`src/rtl/exibir_matriz_rega_mux_if.sv`:
```
// ============================================================================
// Module : exibir_matriz_rega_mux_if
// Brief  : Zone flag inputs and multiplexed 7-segment outputs of the scanner.
// Rev    : 1.0  initial release
// ============================================================================
`default_nettype none

interface exibir_matriz_rega_mux_if #(
  parameter int N_ZONAS = 4
);
  localparam int ZW = (N_ZONAS > 1) ? $clog2(N_ZONAS) : 1;

  logic                en;
  logic [N_ZONAS-1:0]  AS;
  logic [N_ZONAS-1:0]  US;
  logic [N_ZONAS-1:0]  GT;
  logic [6:0]          seg;
  logic [N_ZONAS-1:0]  dig;
  logic [ZW-1:0]       zona;
  logic                erro;

  modport master (
    output en, AS, US, GT,
    input  seg, dig, zona, erro
  );

  modport slave (
    input  en, AS, US, GT,
    output seg, dig, zona, erro
  );
endinterface

`default_nettype wire

```
`src/rtl/exibir_matriz_rega_mux.sv`:
```
// ============================================================================
// Module : exibir_matriz_rega_mux
// Brief  : Scans irrigation zones onto a multiplexed 7-segment display,
//          blinking zones whose flag combination is invalid.
// Rev    : 1.0  initial release
// ============================================================================
`default_nettype none

module exibir_matriz_rega_mux #(
  parameter int N_ZONAS   = 4,
  parameter int DWELL     = 50000,
  parameter int BLINK_DIV = 8
) (
  input  logic                    clk,
  input  logic                    rst,
  exibir_matriz_rega_mux_if.slave bus
);

  localparam int ZW = (N_ZONAS > 1)   ? $clog2(N_ZONAS)   : 1;
  localparam int DW = (DWELL > 2)     ? $clog2(DWELL)     : 1;
  localparam int SW = (BLINK_DIV > 1) ? $clog2(BLINK_DIV) : 1;

  localparam logic [ZW-1:0] c_last_zone  = ZW'(N_ZONAS - 1);
  localparam logic [DW-1:0] c_last_dwell = DW'(DWELL - 2);
  localparam logic [SW-1:0] c_last_scan  = SW'(BLINK_DIV - 1);

  localparam logic [1:0] S_IDLE  = 2'd0;
  localparam logic [1:0] S_BLANK = 2'd1;
  localparam logic [1:0] S_SHOW  = 2'd2;

  logic [1:0]    r_state;
  logic [ZW-1:0] r_zone;
  logic [DW-1:0] r_dwell;
  logic [SW-1:0] r_scan;
  logic          r_blink;
  logic [2:0]    r_snap;    // {AS, US, GT} of the zone being shown

  logic [6:0]         r_seg;
  logic [N_ZONAS-1:0] r_dig;
  logic [ZW-1:0]      r_zona;
  logic               r_erro;

  logic [6:0]         w_glyph;
  logic               w_snap_bad;
  logic [N_ZONAS-1:0] w_dig_sel;

  function automatic logic [6:0] glyph(input logic as_b, input logic us_b,
                                       input logic gt_b);
    glyph = {1'b1, ~us_b & ~as_b & gt_b, 1'b1, ~us_b & as_b & ~gt_b,
             1'b1, 1'b1, ~as_b | gt_b | us_b};
  endfunction

  always_comb begin
    w_glyph    = glyph(r_snap[2], r_snap[1], r_snap[0]);
    w_snap_bad = ~r_snap[1] & r_snap[2] & r_snap[0];
    w_dig_sel  = '0;
    w_dig_sel[r_zone] = 1'b1;
  end

  always_ff @(posedge clk or posedge rst) begin
    if (rst) begin
      r_state <= S_IDLE;
      r_zone  <= '0;
      r_dwell <= '0;
      r_scan  <= '0;
      r_blink <= 1'b0;
      r_snap  <= '0;
    end else if (!bus.en) begin
      // scan counter and blink phase are deliberately held across IDLE
      r_state <= S_IDLE;
      r_zone  <= '0;
      r_dwell <= '0;
    end else begin
      case (r_state)
        S_IDLE: begin
          r_state <= S_BLANK;
          r_zone  <= '0;
          r_dwell <= '0;
        end
        S_BLANK: begin
          r_state <= S_SHOW;
          r_dwell <= '0;
          r_snap  <= {bus.AS[r_zone], bus.US[r_zone], bus.GT[r_zone]};
        end
        S_SHOW: begin
          if (r_dwell == c_last_dwell) begin
            r_state <= S_BLANK;
            r_dwell <= '0;
            if (r_zone == c_last_zone) begin
              r_zone <= '0;
              if (r_scan == c_last_scan) begin
                r_scan  <= '0;
                r_blink <= ~r_blink;
              end else begin
                r_scan <= r_scan + 1'b1;
              end
            end else begin
              r_zone <= r_zone + 1'b1;
            end
          end else begin
            r_dwell <= r_dwell + 1'b1;
          end
        end
        default: r_state <= S_IDLE;
      endcase
    end
  end

  // Outputs clear on the same edge that samples en low.
  always_ff @(posedge clk or posedge rst) begin
    if (rst) begin
      r_seg  <= '0;
      r_dig  <= '0;
      r_zona <= '0;
      r_erro <= 1'b0;
    end else begin
      r_erro <= |(~bus.US & bus.AS & bus.GT);
      if (bus.en && r_state == S_SHOW) begin
        r_dig  <= w_dig_sel;
        r_seg  <= (r_blink && w_snap_bad) ? 7'd0 : w_glyph;
        r_zona <= r_zone;
      end else begin
        r_dig  <= '0;
        r_seg  <= '0;
        r_zona <= bus.en ? r_zone : '0;
      end
    end
  end

  assign bus.seg  = r_seg;
  assign bus.dig  = r_dig;
  assign bus.zona = r_zona;
  assign bus.erro = r_erro;

endmodule

`default_nettype wire
```
`src/flat_wrapper.sv`:
```
// flat-port wrapper written by rule: the top's interface ports become plain ports
module exibir_matriz_rega_mux_flat 
#(
  parameter int N_ZONAS   = 4,
  parameter int DWELL     = 50000,
  parameter int BLINK_DIV = 8
)
  (clk, rst, bus_en, bus_AS, bus_US, bus_GT, bus_seg, bus_dig, bus_zona, bus_erro);
  exibir_matriz_rega_mux_if #(.N_ZONAS(N_ZONAS)) bus_i ();
  input  logic clk;
  input  logic rst;
  input wire logic [$bits(bus_i.en)-1:0] bus_en;
  input wire logic [$bits(bus_i.AS)-1:0] bus_AS;
  input wire logic [$bits(bus_i.US)-1:0] bus_US;
  input wire logic [$bits(bus_i.GT)-1:0] bus_GT;
  output wire logic [$bits(bus_i.seg)-1:0] bus_seg;
  output wire logic [$bits(bus_i.dig)-1:0] bus_dig;
  output wire logic [$bits(bus_i.zona)-1:0] bus_zona;
  output wire logic [$bits(bus_i.erro)-1:0] bus_erro;
  assign bus_i.en = bus_en;
  assign bus_i.AS = bus_AS;
  assign bus_i.US = bus_US;
  assign bus_i.GT = bus_GT;
  assign bus_seg = bus_i.seg;
  assign bus_dig = bus_i.dig;
  assign bus_zona = bus_i.zona;
  assign bus_erro = bus_i.erro;
  exibir_matriz_rega_mux #(.N_ZONAS(N_ZONAS), .DWELL(DWELL), .BLINK_DIV(BLINK_DIV)) u_core (.clk(clk), .rst(rst), .bus(bus_i));
endmodule
```
`config.mk`:
```
export PLATFORM = sky130hd
export DESIGN_NAME = exibir_matriz_rega_mux_flat
export DESIGN_NICKNAME = d
export VERILOG_FILES = /design/src/rtl/exibir_matriz_rega_mux_if.sv /design/src/rtl/exibir_matriz_rega_mux.sv /design/src/flat_wrapper.sv
export SDC_FILE = /design/constraint.sdc
export NUM_CORES = 1
export LEC_CHECK = 0
export BUFFER_PORTS_ARGS = -buffer_cell sky130_fd_sc_hd__buf_2
export CAP_MARGIN = 10
export CORE_ASPECT_RATIO = 1.25
export CORE_MARGIN = 5
export CORE_UTILIZATION = 50
export DETAILED_ROUTE_END_ITERATION = 10
export PLACE_DENSITY = 0.74
export REMOVE_ABC_BUFFERS = 1
export SLEW_MARGIN = 20
export SYNTH_ARGS = -nofsm -noshare
export SYNTH_HDL_FRONTEND = slang
export SYNTH_SLANG_ARGS = --single-unit
```
`constraint.sdc`:
```
create_clock -name clk -period 2.1 [get_ports clk]
set_clock_uncertainty 0.2 [all_clocks]
set_input_delay 0.105 -clock clk [delete_from_list [all_inputs] [get_ports clk]]
set_output_delay 0.105 -clock clk [all_outputs]
set_load 0.1 [all_outputs]
```
* Yosys cells after proc, flatten, opt, wreduce, memory -nomap -nowiden
Cells that the tools add are included.
Word-level totals: input bits 15, output and inout bits 14, logic and storage cells 71, flip-flop bits (word level) 41
Operators by class: eq/ne operators 8, $add $sub $neg 3, magnitude comparators 2, reduce and logical (&&, ||, !) cells 10, mux-type cells 24, bitwise operators 14
Operators by type and width (count):
- 16-bit 2-to-1 mux | 2
- 16-bit one-hot mux with 2 select lines | 1
- 16-bit by 1-bit adder with 16-bit output, second input constant | 1
- 16-bit equality test, second input constant | 1
- 2-bit 2-to-1 mux | 7
- 7-bit 2-to-1 mux | 2
- 4-bit AND | 2
- 1-bit binary-select mux with 2-bit select | 3
- 3-bit by 2-bit inequality test with 1-bit output, second input constant | 2
- 2-bit one-hot mux with 3 select lines | 1
- 1-bit AND | 5
- 5-bit AND reduction | 1
- 2-bit equality test, second input constant | 2
- 1-bit 2-to-1 mux | 4
- 4-bit 2-to-1 mux | 1
- 1-bit NOT | 4
- 4-bit NOT | 1
- 2-bit one-hot mux with 2 select lines | 1
- 2-bit AND reduction | 2
- 4-bit AND reduction | 1
- 4-bit OR reduction | 1
- 3-bit by 1-bit adder with 3-bit output, second input constant | 1
- 3-bit equality test, second input constant | 1
- 1-bit logical AND | 3
- other kinds (10) | 11

* Longest topological paths before layout
Gate-level depths: netlist of run 1.
word-level depth 6, depth in mapped cells 7, gate-level depth less buffers 6

* Least setup slack after synthesis of run 1
Ideal clock, no wire load.
path type register to register, start register u_core.r_dwell[4], end register u_core.r_scan[0], library setup time 125 ps, required time 1775 ps, period minus slack after synthesis 2308 ps, stages on the path, launching flop included 5, arrival 1983 ps, path slack -208 ps, buffers on the path 0, cell sequence dfrtp_1 -> or4b_4 -> nor4_4 -> and2_4 -> mux2_2
On the way: longest elaborated chain between the ends 2
RTL lines:
- start, declared | line exibir_matriz_rega_mux.sv:33 | logic [DW-1:0] r_dwell;
- start signal, assigned | line exibir_matriz_rega_mux.sv:101 | r_dwell <= r_dwell + 1'b1;
- 16-bit equality test | line exibir_matriz_rega_mux.sv:86 | if (r_dwell == c_last_dwell) begin
- 4-bit AND reduction (no line)
- end signal, assigned | line exibir_matriz_rega_mux.sv:95 | r_scan <= r_scan + 1'b1;
- end, declared | line exibir_matriz_rega_mux.sv:34 | logic [SW-1:0] r_scan;
Every way passes these cells. A chain may end at the register's enable or synchronous reset.

* Worst setup path after layout of run 1
start register u_core.r_dwell[12], end register u_core.r_scan[2]
Same word-level chain as after synthesis.

==> metrics.cfg, run 1 <==
[min_path]
min_path_cells=3
holdCritPathClass=input port to flip-flop
min_to=u_core.r_snap[0]$_DFFE_PP0P_
min_from=bus_GT[0]

[critical_path]
path_class=flip-flop to flip-flop
timing.rr.start=u_core.r_dwell[12]$_DFFE_PP0P_
cp-start-kind=flip-flop
arrival_ps=2080
regToRegEndpoint=u_core.r_scan[2]$_DFFE_PP0P_
ff2ff_path_depth=5
cp.required_ps=2080
cp_max_fo=4
regToRegSetupSlack_ps=-4
critPathCaptureType=flip-flop
critical_path.startpoint=u_core.r_dwell[12]$_DFFE_PP0P_

[placement]
io_buffers=28
place_hpwl_microns=3520
globalplace.congestion=0.822
dp_cells=275

[drt]
drtIter0Drc=107
num_vias=1681
drtPass1Iterations=5
wire_per_inst_microns=16.8
drt-total-wl_microns=4860
ant_nets=0
route.detailed.drc=0
viasPerCell=5.82

[cts]
cts_buffers=5
cts.sinks=38
clkTransAtPathRegs_ps=70
cts-root-buf=clkbuf_8
insertion_delay_ps=290
cts_tree=done
clk_path_buf_depth=2
htreeDepth=2

[global_routing]
overflow=0
antenna_found_initial=0
grt_pass1_wl_microns=8210
track_usage_pct=20.4
grt_max_degree=39
first_global_vias=1774

[timing]
fin_tns_setup_ps=-5.52
report.final.hold_viol_count=0
whs_ps=93.3
fin_ws_ps=-3.71
report.final.slew_viol_count=0
relSlewSlack_pct=67.5
fmax_ghz=0.475
rsz0062_at_grt=true
setup_viol=3
fin_crit_ps=2100
tightestPinTransition_ps=488
period_share_pct=100

[yosys]
ys_ff_latch=38
yosysMostFrequentCell=dfrtp_1
async_flop_share_pct=100
synth_area_leaders=dfrtp_1, ha_1, o31ai_1
syn_inst=183
syn_avg_cell_area_sq_um=10.9
syn_area_sq_um=1990
synth-main-ff-cell=dfrtp_1
synth_top_area_cell=dfrtp_1
synth_top_area_share_pct=47.7
seq_area_frac_synth_pct=47.7
synth_enable_flop_cells=0
synth_cell_types=47
synth.top_cells.by_count=dfrtp_1, nand2_1, nand3_1
ys_warn_count=0

[die]
die-area_sq_um=5350
die_h_microns=80.6
io_pins=29
start_util_pct=52.2
chipWidth_microns=66.5
coreArea_sq_um=3820
placementRows=25

[power_and_ir_drop]
leakagePower_nw=1.17
totalPowerFinal_mw=1.48
power_density_nw_per_um2=599
ir_drop_uv=448

[cells_and_area]
nets=259
antenna_cells=0
syn_to_final_growth_pct=24.1
drive_above_1_share_pct=32.3
final_cell_count_no_fill=289

[flow_run]
maxCapViolCount=0

[status]
status=finished, violations left
violations=negative setup slack

[cell type report]
type                       count  area [sq um]
fill                         319          1340
multi-input combinational    130           992
inverter                       7          26.3
tap                           54          67.6
clock buffer                   6          82.6
timing repair buffer          54           353
sequential                    38           951
[state kept, by name (all words and copies together) (netlist names)]
signal and cells:
u_core.r_dwell 16, u_core.r_state 2, u_core.bus.dig 4, u_core.bus.seg 4
u_core.r_blink 1, u_core.r_scan 3, u_core.r_snap 3, u_core.bus.zona 2
u_core.bus.erro 1, u_core.r_zone 2
[layer usage]
metal / up-vias / part of all wire [%] / track usage [%]
met5: - / 0 / 0
met4: 0 / 2.6 / 10.8
met3: 11 / 5.1 / 5.31
met2: 70 / 56 / 36.4
met1: 821 / 36 / 21.5
li1: 779 / - / -
[cells by family after synthesis]
kind of cell | count (synthesis) | share of synthesized area [%]
AO/OA/AOI/OAI | 34 | 12.2
XOR/XNOR | 1 | 0.440
adder cells (fa/ha/maj) | 8 | 5.03
buffers and inverters | 15 | 3.83
flip-flops | 38 | 47.7
multiplexers | 9 | 6.78
AND/OR/NAND/NOR | 78 | 24.0
[stage by stage]
step | utilization [%] | area, sq um | setup WS, ps
finish | 64.8 | 2470 | -3.71
global route | 64.8 | 2470 | -69.8
CTS | 63.9 | 2440 | -60.1
detailed placement | 59.9 | 2280 | -86.1
global placement | 59.9 | 2280 | -28.0
floorplan | - | 1940 | -875
[critical path, stage by stage, from the launching register on]
cell     delay [ps]
dfrtp_1         380
or4b_4          550
nor4_4          210
buf_4           180
and2_4          180
mux2_4          300
[how the worst max path moves through the flow]
stage / slack [ps] / endpoint
after CTS: -60 / u_core.r_dwell[9]$_DFFE_PP0P_
after global placement: -30 / u_core.r_dwell[4]$_DFFE_PP0P_
after floorplan: -870 / bus_seg[1]
final: -4 / u_core.r_scan[2]$_DFFE_PP0P_
after global routing: -70 / u_core.r_scan[1]$_DFFE_PP0P_
after detailed placement: -90 / u_core.r_dwell[9]$_DFFE_PP0P_
[where the power goes]
part	internal [mW]	switching, mW
combinational	0.0674	0.135
clock	0.253	0.242
sequential	0.759	0.0230
total	1.08	0.400
[placed cells by master, fill, tap and decap left out, types with 3 or more instances in the layout]
master,netlist,final
clkbuf_8,0,6
dfrtp_1,38,38
o31ai_1,9,9
nand3b_1,3,3
a21oi_1,6,6
inv_1,7,7
dlygate4sd3_1,0,4
nor2_1,7,7
buf_2,1,28
o21ai_0,4,4
buf_4,3,20
or4_1,5,5
mux2_4,0,3
nand3_1,10,10
and2_1,8,8
mux2_2,6,3
ha_1,8,8
nor3_1,5,5
mux4_2,3,3
a22o_1,4,4
nand4_1,3,3
nand2_1,13,13
[what timing repair did]
action,CTS,global route
pin swaps,0,8
gates resized for setup,4,6
hold buffers,5,0
endpoints found under the hold margin,42,0
gates cloned,0,1
setup endpoints to repair,23,24
buffers inserted,1,2
(Power assumes the default switching activity.)
==> run 2, diff against run 1 <==
--- a/config.mk
+++ b/config.mk
@@ -9,9 +9,9 @@
 export CAP_MARGIN = 10
 export CORE_ASPECT_RATIO = 1.25
 export CORE_MARGIN = 5
-export CORE_UTILIZATION = 50
+export CORE_UTILIZATION = 45
 export DETAILED_ROUTE_END_ITERATION = 10
-export PLACE_DENSITY = 0.74
+export PLACE_DENSITY = 0.68
 export REMOVE_ABC_BUFFERS = 1
 export SLEW_MARGIN = 20
 export SYNTH_ARGS = -nofsm -noshare
==> metrics.cfg, run 2 (synthesis results as in run 1) <==
[timing]
period_share_pct=101
setup_viol=3
rsz0062_at_grt=true
tightestPinTransition_ps=501
fin_ws_ps=-15.8
report.final.slew_viol_count=0
relSlewSlack_pct=66.8
report.final.hold_viol_count=0
fin_crit_ps=2120
fmax_ghz=0.473

[die]
io_pins=29
die_h_microns=84.4
placementRows=27
start_util_pct=45.7
coreArea_sq_um=4360
chipWidth_microns=69.5
die-area_sq_um=5870

[cells_and_area]
num-fill-cells=383
syn_to_final_growth_pct=26.4
layout_common_cells=dfrtp_1, buf_2, buf_4
regMostFlops=u_core.r_dwell
finish.utilization_pct=57.8
fin_area_sq_um=2520
drive_above_1_share_pct=31.9
antenna_cells=0
final_common_cell=dfrtp_1
final_cell_count_no_fill=293
nets=257
largest_register_ffs=16

[cts]
insertion_delay_ps=290
cts-root-buf=clkbuf_8
cts_buffers=5
htreeDepth=2
cts_tree=done
clkTransAtPathRegs_ps=80
clk_path_buf_depth=2
cts.sinks=38

[placement]
dp_cells=278
globalplace.congestion=0.769
placed_cell_area_sq_um=2280
io_buffers=28
place_hpwl_microns=3200

[global_routing]
grt_max_degree=39
grt_pass1_wl_microns=7770
first_global_vias=1645
track_usage_pct=16.6
overflow=0
antenna_found_initial=0

[power_and_ir_drop]
leakagePower_nw=1.18
ir_drop_uv=438
power_density_nw_per_um2=693
totalPowerFinal_mw=1.74

[drt]
route.detailed.drc=0
ant_nets=0
drtIter0Drc=81
drtPass1Iterations=4
num_vias=1624
viasPerCell=5.54
wire_per_inst_microns=15.2
drt-total-wl_microns=4440

[critical_path]
path_class=flip-flop to flip-flop
crit_path_max_incr_delay_ps=550
critPathCaptureType=flip-flop
cp.required_ps=2080
cp_max_fo=4
cp-start-kind=flip-flop
path_cells=or4b_4 > nor4_4 > buf_4 > and2_4 > mux2_4
slowest_stage=or4b_4
arrival_ps=2090

[min_path]
holdCritPathClass=input port to flip-flop

[flow_run]
maxCapViolCount=0

[status]
status=finished, violations left
violations=negative setup slack

-- run 2: cell types whose count changed in the layout (fill, tap and decap cells not counted), sizes merged --
cell / delta
bufinv: +2
buf: -2
-- run 2: path summary, 6_finish.rpt --
path	startpoint	endpoint	slack [ps]	depth (start not counted)
hold / removal	bus_US[2]	u_core.r_snap[1]$_DFFE_PP0P_	80	3
min in group asynchronous	rst	u_core.bus.dig[3]$_DFF_PP0_	270	4
max in group asynchronous	rst	u_core.r_dwell[10]$_DFFE_PP0P_	1110	4
setup reg to reg	u_core.r_dwell[12]$_DFFE_PP0P_	u_core.r_scan[2]$_DFFE_PP0P_	-20	5
setup / recovery	u_core.r_dwell[12]$_DFFE_PP0P_	u_core.r_scan[2]$_DFFE_PP0P_	-20	5
hold reg to reg	u_core.r_blink$_DFFE_PP0P_	u_core.r_blink$_DFFE_PP0P_	290	1
-- run 2: repair_timing --
item                       in CTS  in global routing
buffers inserted                0                  1
pin swaps                       4                  0
gates resized for setup         6                  3
hold endpoints to repair       42                  0
hold buffers                    5                  0
setup endpoints to repair      24                 20
gates cloned                    1                  1
-- run 2: through the flow --
stage	hold WS (ps)	TNS [ps]	setup slack, ps
finish	75.2	-43.8	-15.8
detailed placement	43.5	-462	-67.1
floorplan	39.2	-9050	-875
global placement	41.4	-70.9	-18.1
CTS	67.6	-67.3	-23.5
global route	81.5	-166	-44.5
-- run 2: where the power goes --
part	leakage (nW)	total, mW	switching [mW]	internal (mW)
clock	0.0714	0.762	0.256	0.507
sequential	0.519	0.781	0.0216	0.759
combinational	0.594	0.201	0.133	0.0680
total	1.18	1.74	0.410	1.33
-- run 2: worst max-delay path, delay by kind of cell (launching register included) --
kind | cells | cell delay [ps]
buffers and inverters | 1 | 180
DFF | 1 | 380
muxes | 1 | 300
and+or+nand+nor | 3 | 940
-- run 2: final cells by class --
cell class                 instances  area (sq um)  share of cell area (%)
clock inverter                     2          60.1                    2.39
clock buffer                       6          82.6                    3.28
sequential                        38           951                    37.8
multi-input combinational        130           987                    39.2
inverter                           7          26.3                    1.04
tap                               58          72.6                    2.88
timing repair buffer              52           338                    13.4
-- run 2: layer usage --
metal	up-vias	global-route usage, %	share of wire, %
li1	778	-	-
met1	786	19.3	40
met2	48	28.1	53
met3	12	4.43	4.5
met4	0	7.99	2.5
met5	-	0	0
